## src/rtl/ttt_pkg.sv

```systemverilog
// TTT sequencer shared types: processor opcodes, FSM states,
// and the host-command legality check.
package ttt_pkg;

  typedef enum logic [3:0] {
    OP_ADD_GOOD  = 4'h0,
    OP_ADD_BAD   = 4'h1,
    OP_REG_2     = 4'h2,
    OP_REG_3     = 4'h3,
    OP_REG_4     = 4'h4,
    OP_REG_5     = 4'h5,
    OP_REG_6     = 4'h6,
    OP_REG_7     = 4'h7,
    OP_TALLY     = 4'h8,
    OP_COUNTDOWN = 4'h9,
    OP_SET_GTHR  = 4'hA,
    OP_GET_GTHR  = 4'hB,
    OP_SET_BTHR  = 4'hC,
    OP_GET_BTHR  = 4'hD,
    OP_SET_DUR   = 4'hE,
    OP_GET_DUR   = 4'hF
  } instr_e;

  typedef enum logic [3:0] {
    IDLE,
    S_GOOD,
    S_BAD,
    S_TALLY,
    S_SMP_T,
    S_COUNT,
    S_SMP_C,
    C_ISSUE,
    C_CAPT,
    C_RSP
  } seq_state_e;

  // Step micro-ops are reserved for the step FSM.
  function automatic logic is_legal_cmd(input logic [3:0] op);
    logic ok;
    ok = 1'b1;
    unique case (1'b1)
      op == OP_ADD_GOOD:  ok = 1'b0;
      op == OP_ADD_BAD:   ok = 1'b0;
      op == OP_TALLY:     ok = 1'b0;
      op == OP_COUNTDOWN: ok = 1'b0;
      default:            ok = 1'b1;
    endcase
    return ok;
  endfunction

endpackage

```

## src/rtl/ttt_reset_stretch.sv

```systemverilog
// Processor reset generator: asserts with reset_n, releases
// CYCLES clocks after reset_n rises.
module ttt_reset_stretch #(
  parameter int CYCLES = 2
) (
  input  logic clock,
  input  logic reset_n,
  output logic proc_reset
);

  localparam int CW = $clog2(CYCLES + 1);

  logic [CW-1:0] cnt;

  always_ff @(posedge clock or negedge reset_n) begin
    if (!reset_n) begin
      cnt        <= '0;
      proc_reset <= 1'b1;
    end else if (proc_reset) begin
      cnt <= cnt + 1'b1;
      if (cnt == CW'(CYCLES - 1))
        proc_reset <= 1'b0;
    end
  end

endmodule

```

## src/rtl/ttt_sequencer.sv

```systemverilog
// TTT processor control initiator: per-step micro-op sequences,
// host register commands and condensed start/stop events.
import ttt_pkg::*;

module ttt_sequencer #(
  parameter int NEW_TOKEN_BITS    = 4,
  parameter int DATA_BITS         = 8,
  parameter int INSTRUCTION_BITS  = 4,
  parameter int PROC_RESET_CYCLES = 2,
  parameter int STEP_COUNT_BITS   = 16
) (
  input  logic                        clock,
  input  logic                        reset_n,
  input  logic                        step_valid,
  output logic                        step_ready,
  input  logic [NEW_TOKEN_BITS-1:0]   step_good,
  input  logic [NEW_TOKEN_BITS-1:0]   step_bad,
  input  logic                        cmd_valid,
  output logic                        cmd_ready,
  input  logic [INSTRUCTION_BITS-1:0] cmd_op,
  input  logic [DATA_BITS-1:0]        cmd_data,
  output logic                        rsp_valid,
  input  logic                        rsp_ready,
  output logic [DATA_BITS-1:0]        rsp_data,
  output logic                        rsp_err,
  output logic                        evt_start,
  output logic                        evt_stop,
  output logic                        step_done,
  output logic [STEP_COUNT_BITS-1:0]  step_count,
  output logic                        proc_reset,
  output logic                        proc_enable,
  output logic [INSTRUCTION_BITS-1:0] proc_instruction,
  output logic [NEW_TOKEN_BITS-1:0]   proc_good_tokens,
  output logic [NEW_TOKEN_BITS-1:0]   proc_bad_tokens,
  output logic [DATA_BITS-1:0]        proc_data_in,
  input  logic [DATA_BITS-1:0]        proc_data_out,
  input  logic                        proc_token_start,
  input  logic                        proc_token_stop
);

  localparam int IB = INSTRUCTION_BITS;

  seq_state_e state;
  logic       start_t;
  logic       stop_t;
  logic       step_go;
  logic       cmd_go;

  ttt_reset_stretch #(
    .CYCLES(PROC_RESET_CYCLES)
  ) u_rst (
    .clock     (clock),
    .reset_n   (reset_n),
    .proc_reset(proc_reset)
  );

  assign step_ready = (state == IDLE) && !proc_reset;
  assign cmd_ready  = step_ready && !step_valid;
  assign step_go    = step_valid && step_ready;
  assign cmd_go     = cmd_valid && cmd_ready;

  always_ff @(posedge clock or negedge reset_n) begin
    if (!reset_n) begin
      state            <= IDLE;
      start_t          <= 1'b0;
      stop_t           <= 1'b0;
      rsp_valid        <= 1'b0;
      rsp_data         <= '0;
      rsp_err          <= 1'b0;
      evt_start        <= 1'b0;
      evt_stop         <= 1'b0;
      step_done        <= 1'b0;
      step_count       <= '0;
      proc_enable      <= 1'b0;
      proc_instruction <= '0;
      proc_good_tokens <= '0;
      proc_bad_tokens  <= '0;
      proc_data_in     <= '0;
    end else begin
      proc_enable      <= 1'b0;
      proc_instruction <= '0;
      step_done        <= 1'b0;
      evt_start        <= 1'b0;
      evt_stop         <= 1'b0;
      unique case (state)
        IDLE: begin
          unique case (1'b1)
            step_go: begin
              proc_good_tokens <= step_good;
              proc_bad_tokens  <= step_bad;
              proc_enable      <= 1'b1;
              proc_instruction <= IB'(OP_ADD_GOOD);
              state            <= S_GOOD;
            end
            cmd_go: begin
              proc_data_in <= cmd_data;
              if (is_legal_cmd(4'(cmd_op))) begin
                proc_enable      <= 1'b1;
                proc_instruction <= cmd_op;
                state            <= C_ISSUE;
              end else begin
                rsp_valid <= 1'b1;
                rsp_err   <= 1'b1;
                rsp_data  <= '0;
                state     <= C_RSP;
              end
            end
            default: ;
          endcase
        end
        S_GOOD: begin
          proc_enable      <= 1'b1;
          proc_instruction <= IB'(OP_ADD_BAD);
          state            <= S_BAD;
        end
        S_BAD: begin
          proc_enable      <= 1'b1;
          proc_instruction <= IB'(OP_TALLY);
          state            <= S_TALLY;
        end
        S_TALLY: state <= S_SMP_T;
        S_SMP_T: begin
          start_t          <= proc_token_start;
          stop_t           <= proc_token_stop;
          proc_enable      <= 1'b1;
          proc_instruction <= IB'(OP_COUNTDOWN);
          state            <= S_COUNT;
        end
        S_COUNT: state <= S_SMP_C;
        S_SMP_C: begin
          // A stop flag still held from TALLY must not count twice.
          evt_start  <= start_t;
          evt_stop   <= stop_t | (proc_token_stop & ~stop_t);
          step_done  <= 1'b1;
          step_count <= step_count + 1'b1;
          state      <= IDLE;
        end
        C_ISSUE: state <= C_CAPT;
        C_CAPT: begin
          rsp_data  <= proc_data_out;
          rsp_err   <= 1'b0;
          rsp_valid <= 1'b1;
          state     <= C_RSP;
        end
        C_RSP: begin
          if (rsp_ready) begin
            rsp_valid <= 1'b0;
            state     <= IDLE;
          end
        end
        default: state <= IDLE;
      endcase
    end
  end

endmodule

```

## config.mk

```make
export PLATFORM = sky130hd
export DESIGN_NAME = ttt_sequencer
export DESIGN_NICKNAME = d
export VERILOG_FILES = /design/src/rtl/ttt_pkg.sv /design/src/rtl/ttt_reset_stretch.sv /design/src/rtl/ttt_sequencer.sv
export SDC_FILE = /design/constraint.sdc
export NUM_CORES = 1
export LEC_CHECK = 0
export BUFFER_PORTS_ARGS = -buffer_cell sky130_fd_sc_hd__buf_2
export CORE_ASPECT_RATIO = 0.75
export CORE_MARGIN = 4
export CORE_UTILIZATION = 45
export DETAILED_ROUTE_END_ITERATION = 10
export GPL_ROUTABILITY_DRIVEN = 0
export PLACE_DENSITY = 0.76
export REMOVE_ABC_BUFFERS = 1
export SLEW_MARGIN = 15
export SYNTH_ARGS = -nofsm -noshare
export SYNTH_HDL_FRONTEND = slang
export SYNTH_HIERARCHICAL = 1
export SYNTH_SLANG_ARGS = --single-unit
```

## constraint.sdc

```tcl
create_clock -name clock -period 1.7 [get_ports clock]
set_clock_uncertainty 0.05 [all_clocks]
set_input_delay 0.34 -clock clock [delete_from_list [all_inputs] [get_ports clock]]
set_output_delay 0.34 -clock clock [all_outputs]
set_load 0.1 [all_outputs]
```

; ---- After elaboration in Yosys (flattened, before gate mapping)
; Cells that the tools add are included.
[op_classes]
add_sub_neg = 2
bitwise = 3
reduce_logical = 17
eq_ne = 17
mux = 26
[op_table]
columns = op, count
row1 = one-hot mux 4 bit (9 select lines), 1
row2 = "adder 16 x 1 -> 16 bit, second input constant", 1
row3 = "equality test 4 x 3 -> 1 bit, second input constant", 4
row4 = "equality test 4 bit, second input constant", 4
row5 = 2-to-1 mux 4 bit, 4
row6 = 2-to-1 mux 8 bit, 2
row7 = one-hot mux 4 bit (4 select lines), 1
row8 = one-hot mux 8 bit (2 select lines), 1
row9 = 2-to-1 mux 1 bit, 12
row10 = "equality test 4 x 1 -> 1 bit, second input constant", 2
row11 = "equality test 4 x 2 -> 1 bit, second input constant", 2
row12 = zero test 4 bit, 2
row13 = one-hot mux 4 bit (2 select lines), 1
row14 = "!= test 2 bit, second input constant", 3
row15 = one-hot mux 1 bit (2 select lines), 3
row16 = AND reduction 2 bit, 3
row17 = logical AND 1 bit, 4
row18 = AND reduction 4 bit, 1
row19 = OR reduction 4 bit, 1
row20 = "!= test 3 bit, second input constant", 1
row21 = one-hot mux 1 bit (3 select lines), 1
row22 = AND reduction 3 bit, 1
row23 = nonzero test 3 bit, 1
row24 = OR reduction 3 bit, 1
row25 = other kinds (7), 8
[word_totals]
wordCells = 82
output_inout_bits = 53
regBits = 59

; ---- Logic depth before layout (Yosys ltp)
[logic_depth]
word_depth = 9
mapped_depth = 6
ltp_nobuf = 5

; ---- By module
; Netlist, hierarchy kept.
[modules_own_cells]
columns = mod, area_per_inst_um2, seq_area_each_um2, instances, cells_per_inst
row1 = ttt_sequencer, 2413.6, 1401.3, 1, 188
row2 = ttt_reset_stretch, 116.4, 76.3, 1, 9

; ---- Worst setup path after synthesis
; Ideal clock, no wire load.
[synth_path]
path_kind = flip-flop to output port
start = register state[0]
end = output port cmd_ready
stages_incl_launch_ff = 3
arrival_ps = 3661
setup_slack_ps = -2351
cell_sequence = dfrtp_1 -> or3_4 -> nor4_1
[synth_between]
elab_chain_len = 3
[synth_lines]
columns = item, line_no
row1 = from (decl), ttt_sequencer.sv:43  ; seq_state_e state;
row2 = from (signal assigned), ttt_sequencer.sv:64  ; state <= IDLE;
row3 = from (signal assigned), ttt_sequencer.sv:93  ; state <= S_GOOD;
row4 = from (signal assigned), ttt_sequencer.sv:100  ; state <= C_ISSUE;
row5 = zero test 4 bit, ttt_sequencer.sv:57  ; assign step_ready = (state == IDLE) && !proc_reset;
row6 = logical AND 1 bit, ttt_sequencer.sv:57
row7 = logical AND 1 bit, ttt_sequencer.sv:58  ; assign cmd_ready = step_ready && !step_valid;
row8 = to (decl), ttt_sequencer.sv:19  ; output logic cmd_ready,
; Every way passes these cells.

; ---- Worst setup path in the final report
[layout_path]
start = register state[0]
end = output port step_ready
[layout_between]
elab_chain_len = 2
[layout_lines]
columns = item, line_no
row1 = zero test 4 bit, ttt_sequencer.sv:57
row2 = logical AND 1 bit, ttt_sequencer.sv:57
row3 = to (decl), ttt_sequencer.sv:15  ; output logic step_ready,
; Every way passes these cells.

==> flow_results.org <==
** Detailed routing
- Remaining routing DRC violations :: 0
- Wires add up to 5597 um.
- Once detail routing completed, the nets flagged for antenna violations numbered 0.
- Drt first-iter violations :: just over 70
- For this block, the via count after detailed routing is approximately 1,900.
- Ratio of routed vias to standard cells :: about 4.9
- The first detailed-routing pass took 4 iterations.
- Avg WL per Cell :: between 10 and 15 um

** Final layout
- In the layout the commonest cells are 82 x sky130_fd_sc_hd__buf_2, 58 x sky130_fd_sc_hd__dfrtp_1, 19 x sky130_fd_sc_hd__buf_4, 13 x sky130_fd_sc_hd__nor2_1, 11 x sky130_fd_sc_hd__nand2_1.
- Commonest non-fill, non-tap cell in the layout :: sky130_fd_sc_hd__buf_2
- The number of antenna diodes in the final layout is 0.
- After the last flow step, the layout net total stands at 348.
- The count of cells in the finished layout, fillers not included, comes to slightly below 400.
- Synthesis-to-finish area growth :: 38.23%
- Of the cells placed in the final design, the portion with a size suffix greater than 1 is about half.

** Critical path
- Number of cells on the worst reg-to-reg path :: 6
- For flop-to-flop paths, the worst setup slack is -0.24 ns.
- Critical Path Source Type :: register
- The worst register-to-register path begins at state[0].
- The largest individual stage delay along the critical path comes from the cell sky130_fd_sc_hd__or3_4.
- Worst Setup Path Type :: reg2out
- The critical path ends at step_ready.
- For the worst setup path, the data arrival time is around 1.6 ns.
- CP Max Fanout :: 3
- The signal on the critical path passes through or3_4 -> nor3_4 -> buf_6 -> buf_12.
- RR Endpoint :: proc_data_in[0]
- Counting buffers and inverters, the worst setup path is 4 cells deep.
- The critical path contains buffers and inverters numbering 2 combined.
- The largest single stage delay on the critical path is 0.43 ns.
- Endpoint required time on the critical path :: between 1 and 1.5 ns
- CP top delay family :: simple AND/OR/NAND/NOR gates
- Critical Path Sink Type :: output pin
- Start point of the critical path :: state[0]

** Timing
- Unrepaired setup endpoints after global routing :: true
- For this run, the top clock speed supported by timing is 505.7 MHz.
- Across all setup checks in the final design, the least slack found is -0.2775 ns.
- Final setup violation count :: 13
- Measured slew at the worst slew-check pin :: around 0.5 ns
- Rel. slew slack :: between 60 and 70%
- Dividing the final minimum period by the clock period gives 116.3%.
- Number of max-slew violations in the final report :: 0
- Minimum period implied by the final worst setup slack :: slightly below 2 ns
- Hold slack final :: approximately 0.18 ns
- Hold Vio Cnt, Final :: 0

** Placement
- In this run the tool buffered the top-level ports with between 80 and 90 buffer cells.
- OpenSTA, run right after detailed placement, puts the worst setup slack at -0.06214 ns.
- Detailed placement ended at an HPWL of roughly 4100 um.
- Once placement completed, the tool counted placed cells totaling 370.

** Die
- Row cnt :: 23
- Die boundary width :: around 95 um
- Measured along the y axis, the die boundary spans approximately 73 um.
- The floorplan step defined a core boundary enclosing ~5400 sq um.
- For this configuration, the core starts out at a cell density of 47.01%.
- DIE AREA :: 6898 sq um
- During I/O placement, the number of pins put on the boundary was 88.

** Clock network
- TritonCTS built the clock tree.
- Buffers from clock root to sink, at most :: 2
- Skew-Pair Late Insertion Delay :: 0.32 ns
- Num Clock Sinks :: just under 60
- Clock-pin slew was measured on the worst setup and hold paths at approximately 0.060 ns.
- Root buffer cell :: sky130_fd_sc_hd__clkbuf_8
- In this run, CTS created clock tree buffers numbering 9.
- The clock tree synthesis step divided the H-tree into 3 levels.

** Hold path
- Kind of path behind the tightest hold check :: in2reg
- Beginning of the worst hold path :: step_good[2]

** Yosys
- Synthesis handed over a netlist of 197 instances.
- Number of enable-type register cells in the synthesized netlist :: 0
- Main synth FF type :: sky130_fd_sc_hd__dfrtp_1
- Dividing the synthesized area by the synthesized cell count gives 12.84 sq um.
- Post-synth cell types :: 44
- #FFs+latches synth :: roughly 60
- The synthesized netlist occupies a cell area of about 2500 sq um.
- Summing the sequential cell areas from Yosys gives around three fifths of the chip area.
- Cell taking the most area after synthesis :: sky130_fd_sc_hd__dfrtp_1
- By area the synthesized netlist is led by sky130_fd_sc_hd__dfrtp_1 57%, sky130_fd_sc_hd__mux2_1 6.7%, sky130_fd_sc_hd__xor2_1 3.1%, sky130_fd_sc_hd__a22o_1 2.8%, sky130_fd_sc_hd__xnor2_1 2.8%.
- Synth warnings :: 6
- Async S/R FF share, synth :: 100.0%
- After synthesis, the largest area contributor takes up between 50% and 60% of total cell area.

** GRT
- The initial antenna violation count is 0.
- Wire length of the first global-routing pass :: a little under 9000 um
- The via count of the first global-routing pass came to between 1,500 and 2,000.
- Entering global routing, the biggest net connects 29 pins.
- Overall fraction of global-route tracks in use :: 16.74%
- After global routing the overflow that remains totals 0.

** Outcome
- Violated checks :: negative setup slack
- Outcome :: complete, but fails checks

** Flow run
- Max capacitance violation total :: 0
## cells by family after synthesis
family | after synthesis | synth area share (%)
flops | 59 | 58.41
simple gates | 59 | 14.89
mux | 20 | 8.852
fa+ha+maj | 2 | 0.9890
buf+inv | 13 | 2.374
xor+xnor | 17 | 5.886
compound gates | 27 | 8.606
## area by class of cell
type	instances	area, sq um
fill	448	1884
sequential	59	1478
multi-input combinational	125	1051
timing repair buffer	111	695.7
clock buffer	12	145.1
tap	75	93.84
inverter	5	18.77
clock inverter	3	15.01
## per-stage QoR
stage / setup TNS (ns) / instance area [sq um] / utilization, %
after global placement: -0.1688 / 3218 / 59.80
after global routing: -3.789 / 3497 / 64.98
after detailed placement: -0.5549 / 3218 / 59.80
after CTS: -1.003 / 3426 / 63.66
final: -2.787 / 3497 / 64.98
after floorplan: -18.91 / 2489 / -
## registers in the layout, summed over array words and instances, names as in the netlist
register,count
step_count,16
proc_data_in,8
rsp_data,8
proc_bad_tokens,4
proc_good_tokens,4
proc_instruction,4
state,4
u_rst/cnt,2
evt_start,1
evt_stop,1
proc_enable,1
rsp_err,1
rsp_valid,1
start_t,1
step_done,1
stop_t,1
u_rst/proc_reset,1
## repair_timing
action,4_1_cts,5_1_grt
buffers inserted,1,2
cloned,0,1
hold buffers,1,0
gates resized for setup,7,15
setup endpoints to repair,6,36
pin swaps,0,3
hold endpoints to repair,16,0
## routing by layer
metal,global-route usage [%],part of all wire [%],vias to the layer above
li1,-,-,917
met1,22.31,46,905
met2,24.76,44,72
met3,7.629,9.1,7
met4,4.800,0.91,0
met5,0,0,-
## how the worst min path moves through the flow
stage,depth (start not counted),slack (ns),endpoint
after CTS,2,0.16,proc_data_in[6]
after global routing,2,0.15,proc_good_tokens[2]
after detailed placement,1,0.28,state[3]
after global placement,1,0.28,state[1]
after floorplan,0,-0.006,evt_start
final,2,0.18,proc_good_tokens[2]
## worst reg2reg max path: stages, from the launching register on
cell and delay, ns:
sky130_fd_sc_hd__dfrtp_1 0.38, sky130_fd_sc_hd__or3_4 0.43, sky130_fd_sc_hd__buf_4 0.16, sky130_fd_sc_hd__buf_6 0.11, sky130_fd_sc_hd__nor3_4 0.23, sky130_fd_sc_hd__buf_6 0.15, sky130_fd_sc_hd__mux2_2 0.32
## cells in the mapped netlist, types with 2 or more instances
| master | n |
|---|---|
| sky130_fd_sc_hd__nor3_2 | 5 |
| sky130_fd_sc_hd__xnor2_1 | 8 |
| sky130_fd_sc_hd__inv_1 | 5 |
| sky130_fd_sc_hd__buf_1 | 3 |
| sky130_fd_sc_hd__buf_4 | 2 |
| sky130_fd_sc_hd__a21oi_1 | 4 |
| sky130_fd_sc_hd__nand3_1 | 4 |
| sky130_fd_sc_hd__and3_1 | 2 |
| sky130_fd_sc_hd__o21ai_0 | 3 |
| sky130_fd_sc_hd__dfrtp_1 | 58 |
| sky130_fd_sc_hd__a22o_1 | 8 |
| sky130_fd_sc_hd__nand2_1 | 11 |
| sky130_fd_sc_hd__and4_1 | 2 |
| sky130_fd_sc_hd__nor2b_1 | 2 |
| sky130_fd_sc_hd__mux2_1 | 15 |
| sky130_fd_sc_hd__nor3_1 | 4 |
| sky130_fd_sc_hd__xor2_1 | 9 |
| sky130_fd_sc_hd__buf_2 | 3 |
| sky130_fd_sc_hd__mux2_2 | 4 |
| sky130_fd_sc_hd__nor2_1 | 13 |
| sky130_fd_sc_hd__a2111oi_2 | 3 |
| sky130_fd_sc_hd__nand4_4 | 2 |
| sky130_fd_sc_hd__ha_1 | 2 |
| sky130_fd_sc_hd__and2_1 | 5 |
Power is left out: the tool's default activity adds up to more than one toggle a clock period on the data nets, which glitch-free logic cannot reach.
